File: config.mk
export PLATFORM = sky130hd
export DESIGN_NAME = trigger_conditioner
export DESIGN_NICKNAME = d
export VERILOG_FILES = /design/src/rtl/trigger_conditioner.sv
export SDC_FILE = /design/constraint.sdc
export NUM_CORES = 1
export LEC_CHECK = 0
export CAP_MARGIN = 30
export CORE_MARGIN = 4
export CORE_UTILIZATION = 46
export DETAILED_ROUTE_END_ITERATION = 8
export PLACE_DENSITY = 0.67
export SLEW_MARGIN = 20
export SYNTH_ARGS = -nofsm -noshare
export SYNTH_HDL_FRONTEND = slang
export SYNTH_SLANG_ARGS = --single-unit
File: constraint.sdc
create_clock -name clk -period 5.76 [get_ports clk]
set_clock_uncertainty 0.2 [all_clocks]
set_input_delay 0.864 -clock clk [delete_from_list [all_inputs] [get_ports clk]]
set_output_delay 0.864 -clock clk [all_outputs]
set_load 0.01 [all_outputs]
File: src/rtl/trigger_conditioner.sv
// Trigger conditioner: synchronises the raw target trigger, applies optional
// inversion and a glitch-reject filter, then qualifies edges or level against
// an edge-count target. It holds a clean trigger level for the glitch enable.
module trigger_conditioner #(
    parameter int unsigned SYNC_STAGES = 2,
    parameter int unsigned FILT_W      = 16,
    parameter int unsigned CNT_W       = 16
) (
    input  logic              clk,
    input  logic              rst,
    input  logic              trigger_in,
    input  logic              arm,
    input  logic              invert,
    input  logic [1:0]        mode,
    input  logic [FILT_W-1:0] filter_len,
    input  logic [CNT_W-1:0]  edge_target,
    output logic              trigger_out,
    output logic              fired,
    output logic [CNT_W-1:0]  edge_count,
    output logic              filt_level
);

    // A single-flop synchroniser is never safe, so a short chain is silently lengthened.
    localparam int unsigned Stages = (SYNC_STAGES < 2) ? 2 : SYNC_STAGES;

    typedef enum logic [1:0] {
        StIdle,
        StCount,
        StFired
    } state_e;

    logic [Stages-1:0] sync_q, sync_d;
    logic              s;

    logic              filt_q, filt_d;
    logic              filt_dly_q;
    logic [FILT_W-1:0] fcnt_q, fcnt_d;

    logic              rise, fall, ev;
    logic [CNT_W-1:0]  cnt_inc;

    state_e            state_q, state_d;
    logic [1:0]        mode_q, mode_d;
    logic [CNT_W-1:0]  target_q, target_d;
    logic [CNT_W-1:0]  count_q, count_d;
    logic              fired_q;

    // Synchroniser shift: new pin sample enters at bit 0, oldest sits at the top.
    always_comb begin
        sync_d = {sync_q[Stages-2:0], trigger_in};
    end

    // Invert is applied after synchronisation so a live change is seen as an input edge.
    always_comb begin
        s = sync_q[Stages-1] ^ invert;
    end

    // Glitch filter: accept a new level only after it has disagreed with filt for
    // filter_len+1 consecutive cycles; any agreement restarts the count.
    always_comb begin
        filt_d = filt_q;
        fcnt_d = '0;
        if (s != filt_q) begin
            if (fcnt_q == filter_len) begin
                filt_d = s;
            end else begin
                fcnt_d = fcnt_q + FILT_W'(1);
            end
        end
    end

    // Edge qualification against the mode latched at arm.
    always_comb begin
        rise = filt_q & ~filt_dly_q;
        fall = ~filt_q & filt_dly_q;
        case (mode_q)
            2'd1:    ev = rise;
            2'd2:    ev = fall;
            2'd3:    ev = rise | fall;
            default: ev = 1'b0;
        endcase
    end

    // Saturating increment so a huge event burst can never wrap the count.
    always_comb begin
        cnt_inc = (count_q == '1) ? count_q : count_q + CNT_W'(1);
    end

    // FSM next state: disarm always wins over a same-cycle event.
    always_comb begin
        state_d  = state_q;
        mode_d   = mode_q;
        target_d = target_q;
        count_d  = count_q;
        case (state_q)
            StIdle: begin
                count_d = '0;
                if (arm) begin
                    mode_d   = mode;
                    target_d = (edge_target == '0) ? CNT_W'(1) : edge_target;
                    state_d  = StCount;
                end
            end
            StCount: begin
                if (!arm) begin
                    state_d = StIdle;
                    count_d = '0;
                end else if (mode_q == 2'd0) begin
                    if (filt_q) begin
                        state_d = StFired;
                    end
                end else if (ev) begin
                    count_d = cnt_inc;
                    if (cnt_inc == target_q) begin
                        state_d = StFired;
                    end
                end
            end
            StFired: begin
                if (!arm) begin
                    state_d = StIdle;
                    count_d = '0;
                end
            end
            default: begin
                state_d = StIdle;
                count_d = '0;
            end
        endcase
    end

    // All state, with synchronous reset; the fired flop tracks the next FSM state
    // so the output rises together with the FIRED state.
    always_ff @(posedge clk) begin
        if (rst) begin
            sync_q     <= '0;
            filt_q     <= 1'b0;
            filt_dly_q <= 1'b0;
            fcnt_q     <= '0;
            state_q    <= StIdle;
            mode_q     <= 2'd0;
            target_q   <= '0;
            count_q    <= '0;
            fired_q    <= 1'b0;
        end else begin
            sync_q     <= sync_d;
            filt_q     <= filt_d;
            filt_dly_q <= filt_q;
            fcnt_q     <= fcnt_d;
            state_q    <= state_d;
            mode_q     <= mode_d;
            target_q   <= target_d;
            count_q    <= count_d;
            fired_q    <= (state_d == StFired);
        end
    end

    // Outputs straight from registers.
    always_comb begin
        trigger_out = fired_q;
        fired       = fired_q;
        edge_count  = count_q;
        filt_level  = filt_q;
    end

endmodule

# After elaboration in Yosys (flattened, before gate mapping)
# Cells that the tools add are included.
# word_totals
regBits	57
latch_bits	0
ram_bits	0
mem_bits_ro	0
in_bits	39
out_inout_bits	19
wordCells	54
n_memories	0
# op_classes
n_addsub	2
mul	0
div_mod_pow	0
magnitude_cmp	0
eq_ne	13
n_shift	0
n_mux	16
bitwise_logic	7
reduce_logical	7
# ops
cell	count
16-bit 2-to-1 mux	6
16-bit by 1-bit adder with 16-bit output (second input constant)	2
16-bit == test	2
16-bit case mux with 2 select lines	1
16-bit == test (second input constant)	1
16-bit logical NOT	1
2-bit 2-to-1 mux	7
2-bit == test (second input constant)	4
3-bit != test (second input constant)	2
2-bit case mux with 3 select lines	1
2-bit by 1-bit == test with 1-bit output (second input constant)	2
2-bit logical NOT	2
2-bit AND reduction	2
1-bit inverter	3
1-bit case mux with 3 select lines	1
3-bit AND reduction	1
3-bit OR reduction	1
1-bit AND	2
2-bit != test (second input constant)	1
1-bit != test	1
1-bit OR	1
1-bit bitwise XOR	1

# Depth between registers and ports, before layout
# Gate-level depths: netlist of run 1.
# logic_depth
depth_word	9
mapped_depth	10
mapped_depth_nobuf	9

# Least setup slack after synthesis of run 1
# OpenSTA, ideal clock, no wires.
# synth_timing
path_kind	input -> register
startpoint	in filter_len[11]
endpoint	reg fcnt_q[10]
setup_time_ps	128
t_arrival_ps	2160
required_time_ps	5432
slack_ps	3272
cell_stages	7
n_path_buf	2
cell_sequence	xnor2_1 -> nand4_1 -> nor4_1 -> or3_1 -> clkbuf_1 -> clkbuf_1 -> nor2_1
# synth_between
elab_chain_cells	2
# synth_rtl
element	line_no	source
start: declaration	15	input logic [FILT_W-1:0] filter_len,
16-bit == test	64	if (fcnt_q == filter_len) begin
3-bit OR reduction (no line)	n/a	
end signal: assignment	149	fcnt_q <= fcnt_d;
end: declaration	37	logic [FILT_W-1:0] fcnt_q, fcnt_d;
# Every way passes these cells.
# A chain may end at the register's enable or synchronous reset.

# Final worst setup path of run 1
# layout_timing
startpoint	reg count_q[0] (netlist: edge_count[0])
endpoint	reg state_q[0]
# layout_between
elab_chain_cells	8
word_cells_on_any_way	9
cone_classes	add/sub: 1; eq/ne: 2; mux: 6
# layout_rtl
element	line_no	source
start: declaration	45	logic [CNT_W-1:0] count_q, count_d;
start signal: assignment	153	count_q <= count_d;
16-bit by 1-bit adder with 16-bit output or 16-bit == test (tied branches)	86	cnt_inc = (count_q == '1) ? count_q : count_q + CNT_W'(1);
16-bit 2-to-1 mux *	86	
16-bit == test *	114	if (cnt_inc == target_q) begin
2-bit 2-to-1 mux *	114	
2-bit 2-to-1 mux *	112	end else if (ev) begin
2-bit 2-to-1 mux *	108	end else if (mode_q == 2'd0) begin
2-bit 2-to-1 mux *	105	if (!arm) begin
2-bit case mux with 3 select lines *	95	case (state_q)
end signal: assignment	140	state_q <= StIdle;
end signal: assignment	150	state_q <= state_d;
end: declaration	42	state_e state_q, state_d;
# Mark *: on every way between the ends. The rest lies on a longest branch, timed or not.

==> results of run 1 <==
==> final timing paths <==
| path | startpoint | endpoint | cells past startpoint | slack (ns) |
|---|---|---|---|---|
| setup / recovery | edge_count[0] | state_q[0] | 8 | 2.70 |
| hold / removal | sync_q[0] | sync_q[1] | 1 | 0.26 |
| setup reg to reg | edge_count[0] | state_q[0] | 8 | 2.70 |
| hold reg to reg | sync_q[0] | sync_q[1] | 1 | 0.26 |
==> cell families after synthesis <==
group / after synthesis
buffers and inverters: 33
and+or+nand+nor: 200
DFF: 57
xor gates and xnor gates: 48
muxes: 3
AOI/OAI and AO/OA: 85
adders and majority gates: 4
==> per-stage QoR <==
stage	util (%)	instances
floorplan	-	430
global placement	57.2	561
detailed placement	57.2	561
CTS	60.0	577
global route	60.0	577
finish	60.0	577
==> layer usage <==
| layer | routed length (um) | track usage (%) | vias to the layer above |
|---|---|---|---|
| li1 | - | - | 1608 |
| met2 | 4130 | 33.8 | 141 |
| met4 | 137 | 6.74 | 0 |
| met5 | 0 | 0 | - |
| met3 | 682 | 4.57 | 13 |
| met1 | 4120 | 29.9 | 1498 |
==> cells in the final DEF (no fill, tap or decap), drive strengths merged, types with 2 or more instances in the layout <==
cell / Yosys / final
nor4b: 2 / 2
a21bo: 2 / 2
nand3b: 3 / 3
inv: 9 / 9
nand3: 17 / 17
clkdlybuf4s50: 0 / 57
a211o: 3 / 3
a311oi: 2 / 2
a211oi: 5 / 5
ha: 4 / 4
clkbuf: 14 / 15
nor2: 48 / 48
a221oi: 2 / 2
nor4: 12 / 12
a31oi: 5 / 5
xor2: 13 / 13
nand2: 56 / 56
and4: 2 / 2
buf: 10 / 2
or3: 2 / 2
nor3b: 3 / 3
nor2b: 9 / 9
mux2i: 2 / 2
and2: 4 / 4
and3: 5 / 5
o21ai: 17 / 17
dfxtp: 57 / 57
a21oi: 42 / 42
xnor2: 35 / 35
nand4: 15 / 15
nor3: 13 / 13
nand2b: 4 / 4
or4: 2 / 2
==> sequential cells by signal, summed over array words and instances, names as in the netlist <==
register,flops
edge_count,16
fcnt_q,16
target_q,16
mode_q,2
state_q,2
sync_q,2
filt_dly_q,1
filt_level,1
fired,1
==> power breakdown <==
group / switching (uW) / internal [uW] / total, uW
combinational: 37.2 / 43.9 / 81.1
clock: 161 / 204 / 365
sequential: 9.42 / 404 / 413
==> layout make-up <==
cell class,count,area [um^2]
sequential,57,1140
inverter,9,33.8
clock buffer,15,186
clock inverter,1,7.51
timing repair buffer,59,586
fill,630,2780
tap,96,120
multi-input combinational,340,2090
==> out/summary.txt, run 1 <==
Status -> finished clean
Crit-path slowest cell -> dfxtp_1
Initial Util -> 48.6%
CTS Buf Count -> 9
Fin worst setup slack -> 2.70 ns
Final WL -> 9070 um
VDD IR-drop max -> 0.000129 V
Mapped Avg Cell Area -> 7.85 um^2
Commonest cells post-synth -> dfxtp_1 (57), nand2_1 (55), nor2_1 (47)
Post-Synth XOR/XNOR Area -> 12.4%
# setup viols final -> 0
Clock transition at path regs -> 0.07 ns
Leakage -> 0.00141 uW
Clock root cell -> clkbuf_8
Core area -> 6940 um^2
CP Launch Type -> flop
Fin crit period -> 3.06 ns
Initial DRC count -> 234
Via count -> 3260
Synth warn -> 0
Yosys reg bits -> 57
Most common cell in the netlist -> dfxtp_1
Post-Synth Adder-Cell Area -> 1.48%
Post-Syn Instances -> 430
Final Cycle Share -> 53.2%
DIE AREA -> 8780 um^2
Crit path max-delay family -> simple AND/OR/NAND/NOR gates
Final Max Slew Viols -> 0
Critical Path End Type -> flop
Fin Hold WS -> 0.256 ns
Relative slew slack -> 35.4%
PwrDens -> 206 nW/um^2
Vias in the first global route -> 3089
Mapped Nets -> 473
Slew @ Worst Pin -> 0.967 ns
Most used cell, CP -> nand4_1
Multiplexer area fraction after synthesis -> 0.926%
Setup TNS -> 0 ns
Final hold viol count -> 0
Antenna viol nets, final -> 0
Asr flop ratio synth -> 0%
PortBufs -> 57
CTS Sinks -> 57
CTS H-Tree Depth -> 3
DRC -> 0
Yosys top cell area share -> 33.8%
Die Ht -> 93.7 um
Post-CTS Hold Fix Bufs -> 0
Top cells by area, synth -> dfxtp_1 (34%), xnor2_1 (9.1%), a21oi_1 (6.2%)
Setup CP Type -> reg2reg
HP Class -> reg2reg
Proportion of layout cells with a drive suffix above 1 -> 6.03%
Clock tree from TritonCTS -> yes
CP arrival -> 3.08 ns
Total gr overflow -> 0
# rows -> 30
Final Power -> 859 uW
Placed cell areas -> 3970 um^2
Pre-Repair DR Iteration Count -> 5
Die X -> 93.7 um
Finished Cell Area -> 4160 um^2
Half-perimeter wire length after placement -> 6720 um
Synth-to-layout area growth -> 23.3%
Synth Area in Compound Gates -> 15.1%
Overall Global Routing Usage -> 21.7%
CP Data Required Time -> 5.78 ns
Initial antenna violation count -> 0
CTS resizes -> 0
Final-stage net count -> 519
Post-synth EDFFs -> 0
CTS max path bufs -> 2
RSZ-0062 raised after global routing -> no
Crit-path cells -> ha_1, nand4_1, nor3_4, and2_1, nand4_1, a2111oi_0, and4b_1, a21oi_1
WP buf/inv -> 0
Max incr delay on CP -> 0.54 ns
Post-CTS setup buffers -> 0
Synth area leader -> dfxtp_1
Largest family of logic cells by synthesized area -> simple AND/OR/NAND/NOR gates
Routed len/inst -> 15.7 um
Setup WS pre-CTS -> 2.62 ns
CP Max Fanout -> 8
Largest net degree at the start of global routing -> 42
Synth Area in Simple Gates -> 31.9%
Max frequency -> 326 MHz
Primary FF master, synth -> dfxtp_1
Clk_lat worst skew -> 0.34 ns
Netlist cell types -> 55
Vias per cell -> 5.65
Cell Area, Synth -> 3380 um^2
MaxCap Viol Count -> 0
# diodes -> 0
Ports -> 58
RD Place Congestion -> 0.982
Sequential-to-total area share from yosys stat -> 33.8%
First-pass GRT wire length -> 15200 um
Note: power is estimated with default switching activity, not from simulation.
==> inputs of run 2 (changes only) <==
--- a/config.mk
+++ b/config.mk
@@ -9,7 +9,7 @@
 export CORE_MARGIN = 4
 export CORE_UTILIZATION = 46
 export DETAILED_ROUTE_END_ITERATION = 8
-export PLACE_DENSITY = 0.67
+export PLACE_DENSITY = 0.7
 export SLEW_MARGIN = 20
 export SYNTH_ARGS = -nofsm -noshare
 export SYNTH_HDL_FRONTEND = slang
==> constraint.sdc (replaced) <==
create_clock -name clk -period 2.55 [get_ports clk]
set_clock_uncertainty 0.2 [all_clocks]
set_input_delay 0.3825 -clock clk [delete_from_list [all_inputs] [get_ports clk]]
set_output_delay 0.3825 -clock clk [all_outputs]
set_load 0.01 [all_outputs]
==> run 2 against run 1 <==
  * Core utilization up 4.8 points
  * Sequential power rose by 130%
  * Clock-buffer cell count is 3 lower
  * First-iteration DRC count up 6.4%
  * Via count rose by 4.7%
  * Register-to-register slack worse by 2.6 ns
  * Critical path depth increased by 1
  * Setup slack worse by 2.6 ns
  * Die area unchanged
  * Worst hold slack worse by 0.012 ns
  * Largest power group is now clock
==> out/summary.txt, run 2 (synthesis gave the netlist of run 1 again) <==
Final Max Slew Viols -> 0
Final WL -> 9660 um
Max frequency -> 409 MHz
Most frequent cells in the layout -> clkdlybuf4s50_1 (57), dfxtp_1 (56), nand2_1 (55)
Initial Util -> 48.6%
Antenna viol nets, final -> 0
# setup viols final -> 0
Core area -> 6940 um^2
Placed cell areas -> 4190 um^2
CTS Buf Count -> 9
Routed len/inst -> 15.9 um
Leakage -> 0.00164 uW
Clk_lat worst skew -> 0.34 ns
DIE AREA -> 8780 um^2
CP arrival -> 2.47 ns
VDD IR-drop max -> 0.000420 V
# rows -> 30
CTS Sinks -> 57
# diodes -> 0
MaxCap Viol Count -> 0
Clock tree from TritonCTS -> yes
PwrDens -> 477 nW/um^2
RSZ-0062 raised after global routing -> yes
Total gr overflow -> 0
Final-stage net count -> 551
Critical Path End Type -> flop
Fin crit period -> 2.44 ns
Ports -> 58
Register Area -> 1140 um^2
Final Cycle Share -> 95.8%
Proportion of layout cells with a drive suffix above 1 -> 13.6%
Half-perimeter wire length after placement -> 7150 um
RD Place Congestion -> 0.938
Vias in the first global route -> 3203
Final hold viol count -> 0
Vias per cell -> 5.60
Initial antenna violation count -> 0
CTS H-Tree Depth -> 3
Clock transition at path regs -> 0.07 ns
Fin Hold WS -> 0.245 ns
Overall Global Routing Usage -> 22.8%
Setup CP Type -> reg2reg
Synth-to-layout area growth -> 33.1%
Die Ht -> 93.7 um
Status -> finished clean
Multi-input gate area -> 2120 um^2
Slew @ Worst Pin -> 0.459 ns
Setup WS pre-CTS -> 0.0582 ns
Via count -> 3412
Commonest non-fill, non-tap cell in the layout -> clkdlybuf4s50_1
CP Launch Type -> flop
Largest net degree at the start of global routing -> 29
CP Data Required Time -> 2.57 ns
DRC -> 0
Clock root cell -> clkbuf_8
Pre-Repair DR Iteration Count -> 5
Relative slew slack -> 69.2%
First-pass GRT wire length -> 15700 um
CTS max path bufs -> 2
PortBufs -> 57
Die X -> 93.7 um
Fin worst setup slack -> 0.106 ns
Initial DRC count -> 249
Finished Cell Area -> 4490 um^2
HP Class -> reg2reg
Setup TNS -> 0 ns
CP Max Fanout -> 5
# fillers -> 588
Final Core Density -> 64.7%
[run 2: cell count changes in the layout (fill, tap and decap cells not counted), moves of 2 or more]
cell,previous run,this run
and2_1,4,2
clkbuf_1,2,0
bufinv_16,0,2
buf_4,2,33
[run 2: layout make-up]
class                   count  area share (%)
multi-input cells         340            47.2
flip-flops and latches     57            25.4
repair buffers             91            18.7
clock buffers              12            3.67
well taps                  96            2.67
clock inverters             4            1.64
inverters                   9           0.752
[run 2: layer usage]
metal | vias to the layer above | global-route usage (%) | routed length (um)
li1 | 1673 | - | -
met1 | 1570 | 31.2 | 4370
met2 | 151 | 35.7 | 4400
met3 | 18 | 4.33 | 739
met4 | 0 | 8.06 | 163
met5 | - | 0 | 0
[run 2: critical path: stages, from the launching register on]
cell,delay [ns]
dfxtp_1,0.35
ha_2,0.23
nand4_1,0.18
buf_4,0.21
nor4_4,0.26
a21o_1,0.18
a221oi_1,0.07
a2111oi_1,0.26
and4b_2,0.31
a21oi_1,0.08
[run 2: worst paths after layout]
kind,cells past startpoint,start,endpoint,slack [ns]
max,9,edge_count[0],state_q[0],0.11
min,1,sync_q[0],sync_q[1],0.24
max reg2reg,9,edge_count[0],state_q[0],0.11
min reg2reg,1,sync_q[0],sync_q[1],0.24
[run 2: what timing repair did]
action | 4_1_cts | 5_1_grt
buffers inserted | 0 | 5
hold endpoints to repair | 0 | 0
endpoints found under the setup margin | 0 | 4
hold buffers | 0 | 0
resized for setup | 0 | 9
[run 2: per-stage QoR]
step | std cells | power [uW]
floorplan | 430 | 1040
global placement | 588 | 1150
detailed placement | 588 | 1150
CTS | 604 | 2160
global route | 609 | 2230
finish | 609 | 2140
[run 2: report_power, final]
part           internal [uW]  switching, uW  total (uW)
Clock                    630            377        1010
Combinational            109           89.2         199
Sequential               912           24.9         937
Total                   1650            491        2140
==> inputs of run 3 (changes only) <==
--- a/config.mk
+++ b/config.mk
@@ -7,10 +7,10 @@
 export LEC_CHECK = 0
 export CAP_MARGIN = 30
 export CORE_MARGIN = 4
-export CORE_UTILIZATION = 46
+export CORE_UTILIZATION = 48
 export DETAILED_ROUTE_END_ITERATION = 8
-export PLACE_DENSITY = 0.7
-export SLEW_MARGIN = 20
+export PLACE_DENSITY = 0.72
+export SLEW_MARGIN = 0
 export SYNTH_ARGS = -nofsm -noshare
 export SYNTH_HDL_FRONTEND = slang
 export SYNTH_SLANG_ARGS = --single-unit
==> run 3 against run 2 <==
  * Via count down 0.79%
  * Sequential share of layout area up 0.45 points
  * Worst hold slack about the same
  * First-iteration DRC count down 5.2%
  * Highest routed layer unchanged
  * Critical endpoint unchanged
  * Setup slack worse by 0.0054 ns
  * Final cell count down 0.33%
  * Clock power down 28%
==> out/summary.txt, run 3 (synthesis gave the netlist of run 1 again) <==
Status -> finished clean
Vias in the first global route -> 3185
Net Sw Power -> 473 uW
Met1 GRT Util -> 32.9%
# setup viols final -> 0
CTS Sinks -> 57
MaxCap Viol Count -> 0
Initial antenna violation count -> 0
Final WL -> 9490 um
# rows -> 30
Initial DRC count -> 236
DIE AREA -> 8440 um^2
RD Place Congestion -> 1.02
Relative slew slack -> 70.6%
Min-delay src -> sync_q[0]
Sequential share of power -> 50.2%
CTS Buf Count -> 9
Clock root cell -> clkbuf_8
Final hold viol count -> 0
Finished Cell Area -> 4440 um^2
Antenna viol nets, final -> 0
Clock tree from TritonCTS -> yes
DRC -> 0
FF-to-FF Start -> edge_count[0]
Commonest non-fill, non-tap cell in the layout -> clkdlybuf4s50_1
Core area -> 6830 um^2
Clock power frac -> 39.2%
Routed len/inst -> 15.6 um
Combinational share of power -> 10.6%
Slew @ Worst Pin -> 0.437 ns
Met3 Use GR -> 3.77%
# diodes -> 0
CP Max Fanout -> 5
Reg2Reg Depth -> 9
WHS Endpoint -> sync_q[1]
Final Core Density -> 64.9%
Half-perimeter wire length after placement -> 7250 um
PortBufs -> 57
VDD IR-drop max -> 0.000246 V
PwrDens -> 420 nW/um^2
Setup CP Type -> reg2reg
Proportion of layout cells with a drive suffix above 1 -> 14.3%
Most frequent cells in the layout -> clkdlybuf4s50_1 (57), nand2_1 (53), dfxtp_1 (52)
Clock transition at path regs -> 0.07 ns
Final-stage net count -> 550
CP Data Required Time -> 2.57 ns
Critical path origin -> edge_count[0]
Reg2reg end -> state_q[0]
Clk_lat worst skew -> 0.33 ns
Dpl cells -> 592
Hold Crit Depth -> 1
Max frequency -> 408 MHz
CP Launch Type -> flop
Fin crit period -> 2.45 ns
Pre-Repair DR Iteration Count -> 5
Die X -> 91.9 um
Synth-to-layout area growth -> 31.3%
Final Cycle Share -> 96.0%
CTS max path bufs -> 2
First-pass GRT wire length -> 15700 um
GRT Max-Usage Layer -> met2
Met2 usage -> 35.6%
CP arrival -> 2.46 ns
CTS H-Tree Depth -> 3
Post-CTS setup buffers -> 0
Placed cell areas -> 4220 um^2
Via count -> 3385
Critical Path End Type -> flop
Die Ht -> 91.9 um
Largest net degree at the start of global routing -> 29
Overall Global Routing Usage -> 23.3%
R2R setup slack -> 0.10 ns
Non-Filler Instances -> 607
Total gr overflow -> 0
Int Pwr -> 1390 uW
Initial Util -> 49.4%
Vias per cell -> 5.58
Switching Share -> 25.4%
Ports -> 58
Final Max Slew Viols -> 0
Leakage -> 0.00159 uW
HP Class -> reg2reg
[run 3: cell count changes in the layout (fill, tap and decap cells not counted), moves of 2 or more]
| cell | previous run | this run |
|---|---|---|
| dfxtp_1 | 56 | 52 |
| nand2_1 | 55 | 53 |
| bufinv_16 | 2 | 0 |
| clkbuf_8 | 12 | 10 |
| nand2_2 | 1 | 3 |
| dfxtp_2 | 1 | 5 |
| nor2_1 | 47 | 45 |
| buf_4 | 33 | 31 |
| nor2_2 | 1 | 3 |
| clkbuf_1 | 0 | 2 |
[run 3: power groups by stage]
stage / Clock, uW / Combinational [uW] / Sequential, uW
2_1_floorplan: 0 / 94.9 / 946
3_3_place_gp: 0 / 192 / 954
3_5_place_dp: 0 / 194 / 955
4_1_cts: 744 / 196 / 935
5_1_grt: 781 / 217 / 938
6_report: 732 / 197 / 936
[run 3: how the worst max path moves through the flow]
stage	to
4_1_cts	state_q[0]
2_1_floorplan	state_q[0]
5_1_grt	state_q[0]
3_5_place_dp	state_q[0]
6_report	state_q[0]
3_3_place_gp	state_q[0]
[run 3: layer usage]
layer,vias to the layer above,wire (um)
met5,-,0
met4,0,195
met3,19,668
met2,135,4270
met1,1563,4360
li1,1668,-
[run 3: critical path, cell delays in order, from the launching register on]
cell and delay (ns):
dfxtp_2 0.36, ha_4 0.14, buf_6 0.10, nand4_1 0.21, nor3_4 0.34, and2_4 0.19
nand4_1 0.11, a2111oi_2 0.30, and4b_2 0.30, a21oi_1 0.07
[run 3: layout make-up]
class / instances / area, um^2
flip-flops and latches: 57 / 1150
repair buffers: 90 / 835
well taps: 96 / 120
clock inverters: 3 / 17.5
multi-input cells: 340 / 2140
inverters: 9 / 33.8
fillers: 602 / 2400
clock buffers: 12 / 145
[run 3: repair_timing]
| action | CTS | global route |
|---|---|---|
| hold endpoints to repair | 0 | 0 |
| setup endpoints to repair | 0 | 5 |
| hold buffers | 0 | 0 |
| gates resized for setup | 0 | 18 |
[run 3: through the flow]
step	total power (uW)	setup TNS, ns	setup WS, ns	hold WS [ns]
after global placement	1150	0	0.135	0.239
after detailed placement	1150	0	0.0314	0.230
after CTS	1870	0	0.0196	0.245
after floorplan	1040	0	0.0914	0.214
final	1860	0	0.101	0.245
after global routing	1940	-0.0223	-0.0120	0.280
